--- config.mk ---
export PLATFORM = sky130hd
export DESIGN_NAME = exec_sequencer
export DESIGN_NICKNAME = d
export VERILOG_FILES = /design/src/rtl/exec_sequencer.sv
export SDC_FILE = /design/constraint.sdc
export NUM_CORES = 1
export LEC_CHECK = 0
export ABC_AREA = 1
export BUFFER_PORTS_ARGS = -buffer_cell sky130_fd_sc_hd__buf_2
export CAP_MARGIN = 20
export CORE_MARGIN = 2
export CORE_UTILIZATION = 50
export CTS_BUF_LIST = sky130_fd_sc_hd__clkbuf_4 sky130_fd_sc_hd__clkbuf_8 sky130_fd_sc_hd__clkbuf_16
export DETAILED_ROUTE_END_ITERATION = 6
export GPL_TIMING_DRIVEN = 0
export PLACE_DENSITY = 0.73
export SLEW_MARGIN = 25
export SYNTH_ARGS = -nofsm -noshare
export SYNTH_HDL_FRONTEND = slang
export SYNTH_SLANG_ARGS = --single-unit
--- constraint.sdc ---
create_clock -name clk -period 6.8 [get_ports clk]
set_input_delay 0 -clock clk [delete_from_list [all_inputs] [get_ports clk]]
set_output_delay 0 -clock clk [all_outputs]
set_load 0.01 [all_outputs]
--- src/rtl/exec_sequencer.sv ---
// Execute stage for the 8-bit core. Accepts one decoded instruction at a time
// and sequences it through operand read, ALU or iterative multiply, and
// write-back on the GPR ports. Produces Z/N/C flags and a completion pulse.
//
// Handshake: an instruction is accepted at a rising edge where
// instr_valid=1 and instr_ready=1. instr_ready is high only in IDLE, and
// instr_valid is ignored in every other state, so a held instr_valid
// yields exactly one acceptance per trip through IDLE.
module exec_sequencer #(
  parameter int DATA_W  = 8,
  parameter int REG_AW  = 3,
  parameter int MUL_CYC = 8
) (
  input  logic              clk,
  input  logic              rst_n,
  input  logic              instr_valid,
  output logic              instr_ready,
  input  logic [3:0]        opcode,
  input  logic [REG_AW-1:0] rs_a,
  input  logic [REG_AW-1:0] rs_b,
  input  logic [REG_AW-1:0] rd,
  input  logic [DATA_W-1:0] imm,
  output logic              gpr_read_en,
  output logic              gpr_write_en,
  output logic [REG_AW-1:0] gpr_a_num,
  output logic [REG_AW-1:0] gpr_b_num,
  output logic [REG_AW-1:0] gpr_c_num,
  output logic [DATA_W-1:0] gpr_c_data,
  input  logic [DATA_W-1:0] gpr_a_data,
  input  logic [DATA_W-1:0] gpr_b_data,
  output logic              flag_z,
  output logic              flag_n,
  output logic              flag_c,
  output logic              done,
  output logic [2:0]        dbg_state
);

  localparam int CNT_W = $clog2(MUL_CYC + 1);

  localparam logic [3:0] OP_ADD = 4'd0;
  localparam logic [3:0] OP_SUB = 4'd1;
  localparam logic [3:0] OP_AND = 4'd2;
  localparam logic [3:0] OP_OR  = 4'd3;
  localparam logic [3:0] OP_XOR = 4'd4;
  localparam logic [3:0] OP_NOT = 4'd5;
  localparam logic [3:0] OP_SHL = 4'd6;
  localparam logic [3:0] OP_SHR = 4'd7;
  localparam logic [3:0] OP_MOV = 4'd8;
  localparam logic [3:0] OP_LDI = 4'd9;
  localparam logic [3:0] OP_CMP = 4'd10;
  localparam logic [3:0] OP_MUL = 4'd11;
  localparam logic [3:0] OP_NOP = 4'd12;

  typedef enum logic [2:0] {
    S_IDLE  = 3'd0,
    S_READ  = 3'd1,
    S_EXEC  = 3'd2,
    S_MUL   = 3'd3,
    S_WRITE = 3'd4
  } state_t;

  state_t state_q, state_d;

  logic [3:0]          op_q, op_d;
  logic [REG_AW-1:0]   rs_a_q, rs_a_d;
  logic [REG_AW-1:0]   rs_b_q, rs_b_d;
  logic [REG_AW-1:0]   rd_q, rd_d;
  logic [DATA_W-1:0]   imm_q, imm_d;
  logic [DATA_W-1:0]   result_q, result_d;
  logic                z_q, z_d;
  logic                n_q, n_d;
  logic                c_q, c_d;
  logic [2*DATA_W-1:0] mcand_q, mcand_d;
  logic [DATA_W-1:0]   mplier_q, mplier_d;
  logic [2*DATA_W-1:0] prod_q, prod_d;
  logic [CNT_W-1:0]    cnt_q, cnt_d;

  logic [DATA_W:0]     sum_w;
  logic [DATA_W:0]     diff_w;
  logic [DATA_W-1:0]   alu_res;
  logic                alu_c;
  logic                alu_upd;
  logic [2*DATA_W-1:0] prod_next;
  logic                is_nop;
  logic                mul_last;

  assign sum_w     = {1'b0, gpr_a_data} + {1'b0, gpr_b_data};
  assign diff_w    = {1'b0, gpr_a_data} - {1'b0, gpr_b_data};
  assign prod_next = prod_q + (mplier_q[0] ? mcand_q : '0);
  assign is_nop    = (op_q >= OP_NOP);
  assign mul_last  = (cnt_q == CNT_W'(MUL_CYC - 1));

  // State register; reset aborts any instruction in flight.
  always_ff @(posedge clk or negedge rst_n) begin
    if (!rst_n) state_q <= S_IDLE;
    else        state_q <= state_d;
  end

  // Next-state sequencing: read, execute, optional multiply, write-back.
  always_comb begin
    state_d = state_q;
    case (state_q)
      S_IDLE:  if (instr_valid) state_d = S_READ;
      S_READ:  state_d = S_EXEC;
      S_EXEC: begin
        if (op_q == OP_MUL)                state_d = S_MUL;
        else if (op_q == OP_CMP || is_nop) state_d = S_IDLE;
        else                               state_d = S_WRITE;
      end
      S_MUL:   if (mul_last) state_d = S_WRITE;
      S_WRITE: state_d = S_IDLE;
      default: state_d = S_IDLE;
    endcase
  end

  // Moore outputs decoded from state and latched fields.
  always_comb begin
    instr_ready  = (state_q == S_IDLE);
    gpr_read_en  = (state_q == S_READ);
    gpr_a_num    = (state_q == S_READ) ? rs_a_q : '0;
    gpr_b_num    = (state_q == S_READ) ? rs_b_q : '0;
    gpr_write_en = (state_q == S_WRITE);
    gpr_c_num    = (state_q == S_WRITE) ? rd_q : '0;
    gpr_c_data   = (state_q == S_WRITE) ? result_q : '0;
    done         = (state_q == S_WRITE) ||
                   ((state_q == S_EXEC) && ((op_q == OP_CMP) || is_nop));
    flag_z       = z_q;
    flag_n       = n_q;
    flag_c       = c_q;
    dbg_state    = state_q;
  end

  // Single-cycle ALU on the operands returned by the registered GPR read.
  always_comb begin
    alu_res = '0;
    alu_c   = 1'b0;
    alu_upd = 1'b1;
    case (op_q)
      OP_ADD: begin alu_res = sum_w[DATA_W-1:0];  alu_c = sum_w[DATA_W];  end
      OP_SUB,
      OP_CMP: begin alu_res = diff_w[DATA_W-1:0]; alu_c = diff_w[DATA_W]; end
      OP_AND: alu_res = gpr_a_data & gpr_b_data;
      OP_OR:  alu_res = gpr_a_data | gpr_b_data;
      OP_XOR: alu_res = gpr_a_data ^ gpr_b_data;
      OP_NOT: alu_res = ~gpr_a_data;
      OP_SHL: begin
        alu_res = {gpr_a_data[DATA_W-2:0], 1'b0};
        alu_c   = gpr_a_data[DATA_W-1];
      end
      OP_SHR: begin
        alu_res = {1'b0, gpr_a_data[DATA_W-1:1]};
        alu_c   = gpr_a_data[0];
      end
      OP_MOV: begin alu_res = gpr_a_data; alu_upd = 1'b0; end
      OP_LDI: begin alu_res = imm_q;      alu_upd = 1'b0; end
      default: alu_upd = 1'b0;
    endcase
  end

  // Datapath next values: field capture, ALU result/flags, multiplier steps.
  always_comb begin
    op_d     = op_q;
    rs_a_d   = rs_a_q;
    rs_b_d   = rs_b_q;
    rd_d     = rd_q;
    imm_d    = imm_q;
    result_d = result_q;
    z_d      = z_q;
    n_d      = n_q;
    c_d      = c_q;
    mcand_d  = mcand_q;
    mplier_d = mplier_q;
    prod_d   = prod_q;
    cnt_d    = cnt_q;
    case (state_q)
      S_IDLE: begin
        if (instr_valid) begin
          op_d   = opcode;
          rs_a_d = rs_a;
          rs_b_d = rs_b;
          rd_d   = rd;
          imm_d  = imm;
        end
      end
      S_EXEC: begin
        if (op_q == OP_MUL) begin
          mcand_d  = {{DATA_W{1'b0}}, gpr_a_data};
          mplier_d = gpr_b_data;
          prod_d   = '0;
          cnt_d    = '0;
        end else begin
          result_d = alu_res;
          if (alu_upd) begin
            z_d = (alu_res == '0);
            n_d = alu_res[DATA_W-1];
            c_d = alu_c;
          end
        end
      end
      S_MUL: begin
        prod_d   = prod_next;
        mcand_d  = {mcand_q[2*DATA_W-2:0], 1'b0};
        mplier_d = {1'b0, mplier_q[DATA_W-1:1]};
        cnt_d    = cnt_q + CNT_W'(1);
        if (mul_last) begin
          result_d = prod_next[DATA_W-1:0];
          z_d      = (prod_next[DATA_W-1:0] == '0);
          n_d      = prod_next[DATA_W-1];
          c_d      = |prod_next[2*DATA_W-1:DATA_W];
        end
      end
      default: ;
    endcase
  end

  // Datapath registers; everything clears on reset.
  always_ff @(posedge clk or negedge rst_n) begin
    if (!rst_n) begin
      op_q     <= '0;
      rs_a_q   <= '0;
      rs_b_q   <= '0;
      rd_q     <= '0;
      imm_q    <= '0;
      result_q <= '0;
      z_q      <= 1'b0;
      n_q      <= 1'b0;
      c_q      <= 1'b0;
      mcand_q  <= '0;
      mplier_q <= '0;
      prod_q   <= '0;
      cnt_q    <= '0;
    end else begin
      op_q     <= op_d;
      rs_a_q   <= rs_a_d;
      rs_b_q   <= rs_b_d;
      rd_q     <= rd_d;
      imm_q    <= imm_d;
      result_q <= result_d;
      z_q      <= z_d;
      n_q      <= n_d;
      c_q      <= c_d;
      mcand_q  <= mcand_d;
      mplier_q <= mplier_d;
      prod_q   <= prod_d;
      cnt_q    <= cnt_d;
    end
  end

endmodule

==> results_dict.tcl, run 1 <==
set metrics [dict create \
    synth.distinct_cells 38 \
    ys_seq_elements 79 \
    use_met1_pct 39.7 \
    nNetsFinal 1141 \
    synth_nets 1037 \
    cts_tree "built" \
    grt_antenna_before_repair 0 \
    syn_inst 952 \
    grt_use_total_pct 28.2 \
    dpl.hpwl_mm 13.5 \
    cts_setup_buffers 0 \
    min_to "mplier_q[5]" \
    final_util_pct 60.9 \
    yosysWarnings 0 \
    powerDensity_nw_per_um2 398 \
    path_max_fanout 10 \
    r2r_setup_slack_ps 3880 \
    hold_depth 3 \
    avgViaCountPerCell 5.12 \
    slowest_delay_ps 440 \
    num_antenna_cells 0 \
    rsz0062_at_grt "false" \
    max_freq_mhz 343 \
    area_growth_syn_to_layout_pct 18.4 \
    place_congestion 0.974 \
    die_w_um 116 \
    cp.arrival_ps 3170 \
    insertion_delay_ps 340 \
    portBuffers 66 \
    drt_wl_total_mm 18.0 \
    numCtsBuffers 9 \
    p_leak_nw 4.15 \
    dp_slack_ps 3920 \
    synthesis.area_sq_um 6230 \
    drc 0 \
    core_area_sq_um 12100 \
    crit_slowest_cell "fa_1" \
    slew_viol_final 0 \
    r2r-start "mplier_q[0]" \
    globalRoute.busiestLayer "met2" \
    layout_setup_ws_ps 3880 \
    path_delay_family "simple AND/OR/NAND/NOR gates" \
    wire_per_inst_um 14.6 \
    io_pins 67 \
    dieHeight_um 116 \
    path_buf_inv 3 \
    max-slew-margin-rel_pct 48.2 \
    cap_violations 0 \
    reg2reg_depth 15 \
    path_class "flop to flop" \
    htreeDepth 3 \
    syn_area_per_cell_sq_um 6.55 \
    start_util_pct 51.5 \
    r2r_end "result_q[6]" \
    cts_resized 0 \
    hold_start "gpr_b_data[5]" \
    clock-sinks 79 \
    core.rowCount 40 \
    first_iter_violations 519 \
    hold_viol_final 0 \
    overflow 0 \
    tns_ps 0 \
    min-delay-path-class "input pin to flop" \
    grt_start_max_net_pins 46 \
    dr_total_vias 6294 \
    drtPass1Iterations 6 \
    clockBufferDepth 2 \
    worstMarginPinSlew_ps 773 \
    fin_skew_ps 7.62 \
    cp.required_ps 7060 \
    critPathLaunch "mplier_q[0]" \
    holdBufCountCts 26 \
    end_kind "flop" \
    layout-drive-gt1-share_pct 11.8 \
    path_cells "clkbuf_1 > clkbuf_1 > nand2_1 > inv_1 > ha_1 > fa_1 > nand3_1 > nand3_1 > nand2_1 > nand2_1 > xnor2_1 > or2_2 > nand2_1 > nand2_1 > o21ai_0" \
    setup_viol 0 \
    path_common_cell "nand2_1" \
    period_share_pct 42.9 \
    die_area_sq_um 13400 \
    start_kind "flop" \
    grt_pass1_wl_mm 29.7 \
    cts_root_buf "clkbuf_16" \
    status "finished clean" \
    path_clk_slew_ps 70 \
    grt_pass1_vias 5999 \
    antenna_left 0 \
    ys_seq_area_share_pct 31.7 \
    ir_drop_mv 0.270 \
    use_met3_pct 5.13 \
    min_period_ps 2920 \
    use_met2_pct 45.5 \
]
## power by group
part	total, mW	internal (mW)	switching (mW)	leakage, nW
clock network	0.507	0.300	0.206	0.152
logic	1.62	0.558	1.07	3.02
registers	0.804	0.680	0.124	0.975
## kinds of logic after synthesis
kind of cell,after synthesis,share of synthesized area (%)
flops,79,31.7
simple gates,523,34.8
xor+xnor,9,1.26
mux,8,1.45
buf+inv,186,11.9
fa+ha+maj,45,9.39
compound gates,102,9.47
## synth_stat cells
cell        n  area share (%)
a21oi_1    35             2.8
a21oi_2     1            0.14
a31o_2      1            0.14
a31oi_1     2            0.20
a31oi_4     1            0.34
and2_1      4            0.40
buf_1       2            0.12
buf_2      12            0.96
buf_4       4            0.48
buf_6       2            0.36
clkbuf_1    9            0.54
dfrtp_1    79              32
fa_1        3            0.96
ha_1       42             8.4
inv_1     154             9.3
inv_2       3            0.18
mux2_2      8             1.4
nand2_1   298              18
nand2_2     2            0.20
nand3_1    88             7.1
nand3_2     1            0.16
nand3b_1    4            0.48
nand4_1    13             1.3
nor2_1    101             6.1
nor2_2      3            0.30
nor3_1      4            0.32
nor3b_1     1            0.12
nor4_1      1            0.10
o211a_1     1            0.16
o211ai_1   12             1.4
o21ai_0    37             3.0
o21ai_1     1           0.080
o21ai_2     1            0.14
o22ai_1     8            0.80
o31ai_1     2            0.24
or2_2       3            0.30
xnor2_1     5            0.70
xor2_1      4            0.56
## registers in the layout, indices dropped and copies added (netlist names), 4 cells and up
name      cells
imm_q         8
op_q          4
mplier_q      8
prod_q       16
result_q      8
mcand_q      16
cnt_q         4
## layout by cell type (no fill, tap or decap), drive strengths merged, types with 2 or more instances in the layout
| cell | instances |
|---|---|
| a21oi | 36 |
| a31oi | 3 |
| and2 | 4 |
| buf | 87 |
| clkbuf | 19 |
| dfrtp | 79 |
| dlygate4sd3 | 26 |
| fa | 3 |
| ha | 42 |
| inv | 160 |
| mux2 | 8 |
| nand2 | 300 |
| nand3 | 89 |
| nand3b | 4 |
| nand4 | 13 |
| nor2 | 104 |
| nor3 | 4 |
| o211ai | 12 |
| o21ai | 39 |
| o22ai | 8 |
| o31ai | 2 |
| or2 | 3 |
| xnor2 | 5 |
| xor2 | 4 |
## metal layers
metal / part of all wire [%] / wire [um]
met5: 0 / 0
met4: 1.5 / 279
met1: 46 / 8280
met3: 7.1 / 1280
met2: 45 / 8160
## worst register-to-register path, cell delays in order, from the launching register on
cell	delay, ps
dfrtp_1	360
clkbuf_1	190
clkbuf_1	290
nand2_1	120
inv_1	50
ha_1	240
fa_1	440
nand3_1	110
nand3_1	120
nand2_1	90
nand2_1	100
xnor2_1	170
or2_2	310
nand2_1	100
nand2_1	70
o21ai_0	80
## metrics by stage
step / area [sq um] / cells / hold slack (ps) / power [mW]
6_report: 7380 / 1229 / 28.1 / 2.93
5_1_grt: 7380 / 1229 / 42.5 / 3.19
4_1_cts: 7380 / 1229 / 6.58 / 2.91
3_5_place_dp: 6800 / 1187 / -10.9 / 2.38
3_3_place_gp: 6770 / 1186 / 233 / 2.36
2_1_floorplan: 6230 / 952 / -296 / 1.92
## cell type report
type | count | area [sq um]
sequential | 79 | 1980
clock inverter | 6 | 75.1
buffer | 29 | 154
timing repair buffer | 93 | 621
inverter | 157 | 589
multi-input combinational | 687 | 3510
clock buffer | 10 | 239
tap | 168 | 210
fill | 1162 | 4730
## worst max-delay path by stage
stage | to | cells after the start
after CTS | result_q[6] | 15
after detailed placement | result_q[6] | 15
after global routing | result_q[6] | 15
after global placement | result_q[6] | 15
after floorplan | result_q[6] | 15
final | result_q[6] | 15
No activity file was read; power rests on OpenSTA's default activity.
==> run 2, diff against run 1 <==
- ABC_AREA: 1 -> 0
- PLACE_DENSITY: 0.73 -> 0.75
- clock period: 6.8 -> 2.4 ns (I/O delays scaled with it)
==> run 2 against run 1 <==
The flow now finishes with violations (setup timing). Routed wire length up 13%. First-iteration DRC count grew 19%. Setup slack got worse by 4400 ps. Non-clock buffer count rose by 39. Core utilization is 5.0 points higher. Sequential power grew to 2.9 times the previous value. Count of clock-buffer cells in the layout unchanged. Total power grew to 3.1 times the previous value.
==> results_dict.tcl, run 2 <==
set metrics [dict create \
    fillers 965 \
    numCtsBuffers 9 \
    worstMarginPinSlew_ps 748 \
    syn_inst 707 \
    hold_viol_final 0 \
    first_iter_violations 620 \
    htreeDepth 3 \
    clock-sinks 79 \
    synthesis.area_sq_um 6190 \
    layout-drive-gt1-share_pct 28.1 \
    hold_start "instr_valid" \
    fin_skew_ps 8.92 \
    insertion_delay_ps 350 \
    end_kind "flop" \
    io_pins 67 \
    synth_ff_type "dfrtp_1" \
    start_util_pct 51.3 \
    synth_area_leaders "dfrtp_1 (32%), ha_1 (8.5%), mux2_2 (4.7%)" \
    synth.distinct_cells 74 \
    grt_pass1_wl_mm 31.7 \
    synth_edf_count 0 \
    r2r-start "mplier_q[0]" \
    layout_setup_ws_ps -537 \
    path_buf_inv 1 \
    synth_common_cells "dfrtp_1 (79), nand2_1 (76), o21ai_0 (58), ha_1 (42), and2_1 (39)" \
    nNetsFinal 913 \
    dp_slack_ps -931 \
    p_total_mw 9.07 \
    grt_antenna_before_repair 0 \
    portBuffers 66 \
    start_kind "flop" \
    synth_nets 792 \
    syn_area_per_cell_sq_um 8.75 \
    min_period_ps 2940 \
    final_common_cell "dfrtp_1" \
    drc 0 \
    die_w_um 115 \
    postSynth.asyncResetShare_pct 100 \
    grt_pass1_vias 5952 \
    slowest_delay_ps 450 \
    wire_per_inst_um 20.3 \
    worst-path-stages 11 \
    ir_drop_mv 0.702 \
    path_class "flop to flop" \
    core.rowCount 40 \
    min_to "dbg_state[2]" \
    place_congestion 1.07 \
    cts_root_buf "clkbuf_16" \
    hold_depth 3 \
    grt_use_total_pct 31.0 \
    area_growth_syn_to_layout_pct 28.4 \
    top_regs "mcand_q x16, prod_q x16" \
    ys_seq_area_share_pct 31.9 \
    antenna_left 0 \
    r2r_end "flag_c" \
    dieHeight_um 115 \
    p_leak_nw 3.47 \
    powerDensity_nw_per_um2 1140 \
    final_util_pct 65.9 \
    cap_violations 0 \
    synth.largest_area_cell "dfrtp_1" \
    setup_viol 15 \
    min-delay-path-class "input pin to flop" \
    status "complete, but fails checks" \
    final_cell_mix "dfrtp_1 (77), nand2_1 (76), buf_2 (74)" \
    dpl.hpwl_mm 14.4 \
    drtPass1Iterations 6 \
    core_area_sq_um 12100 \
    max-slew-margin-rel_pct 49.7 \
    slew_viol_final 0 \
    yosysWarnings 0 \
    num_antenna_cells 0 \
    path_max_fanout 4 \
    crit_slowest_cell "dfrtp_2" \
    avgViaCountPerCell 6.18 \
    overflow 0 \
    fin_cells 1001 \
    cp.arrival_ps 3170 \
    cp.required_ps 2640 \
    rsz0062_at_grt "true" \
    period_share_pct 122 \
    violations "setup timing" \
    final_area_sq_um 7950 \
    cts_tree "built" \
    postPlaceCellArea_sq_um 6800 \
    path_clk_slew_ps 70 \
    dr_total_vias 6191 \
    r2r_setup_slack_ps -540 \
    reg2reg_depth 11 \
    die_area_sq_um 13300 \
    grt_start_max_net_pins 48 \
    yosysTopAreaCellShare_pct 31.9 \
    max_freq_mhz 341 \
    placed_cells 942 \
    ys_seq_elements 79 \
    drt_wl_total_mm 20.3 \
    clockBufferDepth 2 \
    path_cells "buf_8 > and2_4 > ha_4 > fa_2 > a21o_1 > nor2b_4 > o31a_1 > or3_4 > a221oi_2 > nand4_1 > o21ba_1" \
    synth_most_common_cell "dfrtp_1" \
    path_delay_family "compound AO/OA/AOI/OAI gates" \
]
==> run 2: stage by stage <==
stage / TNS (ps) / hold WS (ps)
5_1_grt: -5120 / 29.9
4_1_cts: -2960 / 4.82
6_report: -3790 / 14.4
2_1_floorplan: -991 / -296
3_3_place_gp: -7270 / 217
3_5_place_dp: -10310 / -20.3
==> run 2: repair_timing <==
action / 4_1_cts / 5_1_grt
pin swaps: 26 / 19
resized for setup: 69 / 48
gates cloned: 1 / 0
endpoints found under the hold margin: 67 / 0
hold buffers: 23 / 0
setup endpoints to repair: 44 / 49
buffers inserted: 19 / 11
==> run 2: per-layer routing <==
| metal | part of all wire [%] | vias to the layer above | routed length [um] | global-route usage [%] |
|---|---|---|---|---|
| met5 | 0 | - | 0 | 0 |
| met4 | 3.1 | 0 | 632 | 12.1 |
| met3 | 7.6 | 55 | 1550 | 6.01 |
| met2 | 45 | 310 | 9170 | 48.5 |
| met1 | 44 | 3002 | 8950 | 42.6 |
| li1 | - | 2824 | - | - |
==> run 2: worst min-delay path, cell delays in order <==
cell and delay [ps]:
buf_2 100, o21ai_0 70, a21oi_1 140
==> run 2: cells by family (layout without fill, tap and decap cells) <==
family                   after synthesis  count (layout)  share of synthesized area, %
AND/OR/NAND/NOR                      247             247                          21.5
AO/OA/AOI/OAI                        199             199                          22.2
buffers and inverters                 80             206                          5.40
flip-flops                            79              79                          31.9
adder cells (fa/ha/maj)               45              45                          9.46
multiplexers                          45              45                          7.80
XOR/XNOR                              12              12                          1.70
==> run 2: where the power goes <==
part	switching (mW)	internal [mW]
registers	0.441	1.91
logic	3.02	2.36
clock network	0.599	0.743
total	4.06	5.01
==> run 2: cell type report <==
cell class	count	area (sq um)	share of cell area (%)
plain buffers	43	245	3.09
clock buffers	10	239	3.01
clock inverters	6	52.6	0.661
inverters	29	113	1.42
multi-input cells	548	4290	54.0
flip-flops and latches	79	1980	24.9
well taps	168	210	2.64
repair buffers	118	820	10.3
==> run 2: how the worst max path moves through the flow <==
| stage | from | to | slack (ps) |
|---|---|---|---|
| final | mplier_q[0] | flag_c | -540 |
| after floorplan | mplier_q[0] | flag_c | -380 |
| after global routing | mplier_q[0] | flag_c | -580 |
| after CTS | mplier_q[0] | flag_c | -490 |
| after global placement | mplier_q[0] | flag_c | -980 |
| after detailed placement | mplier_q[0] | flag_c | -930 |
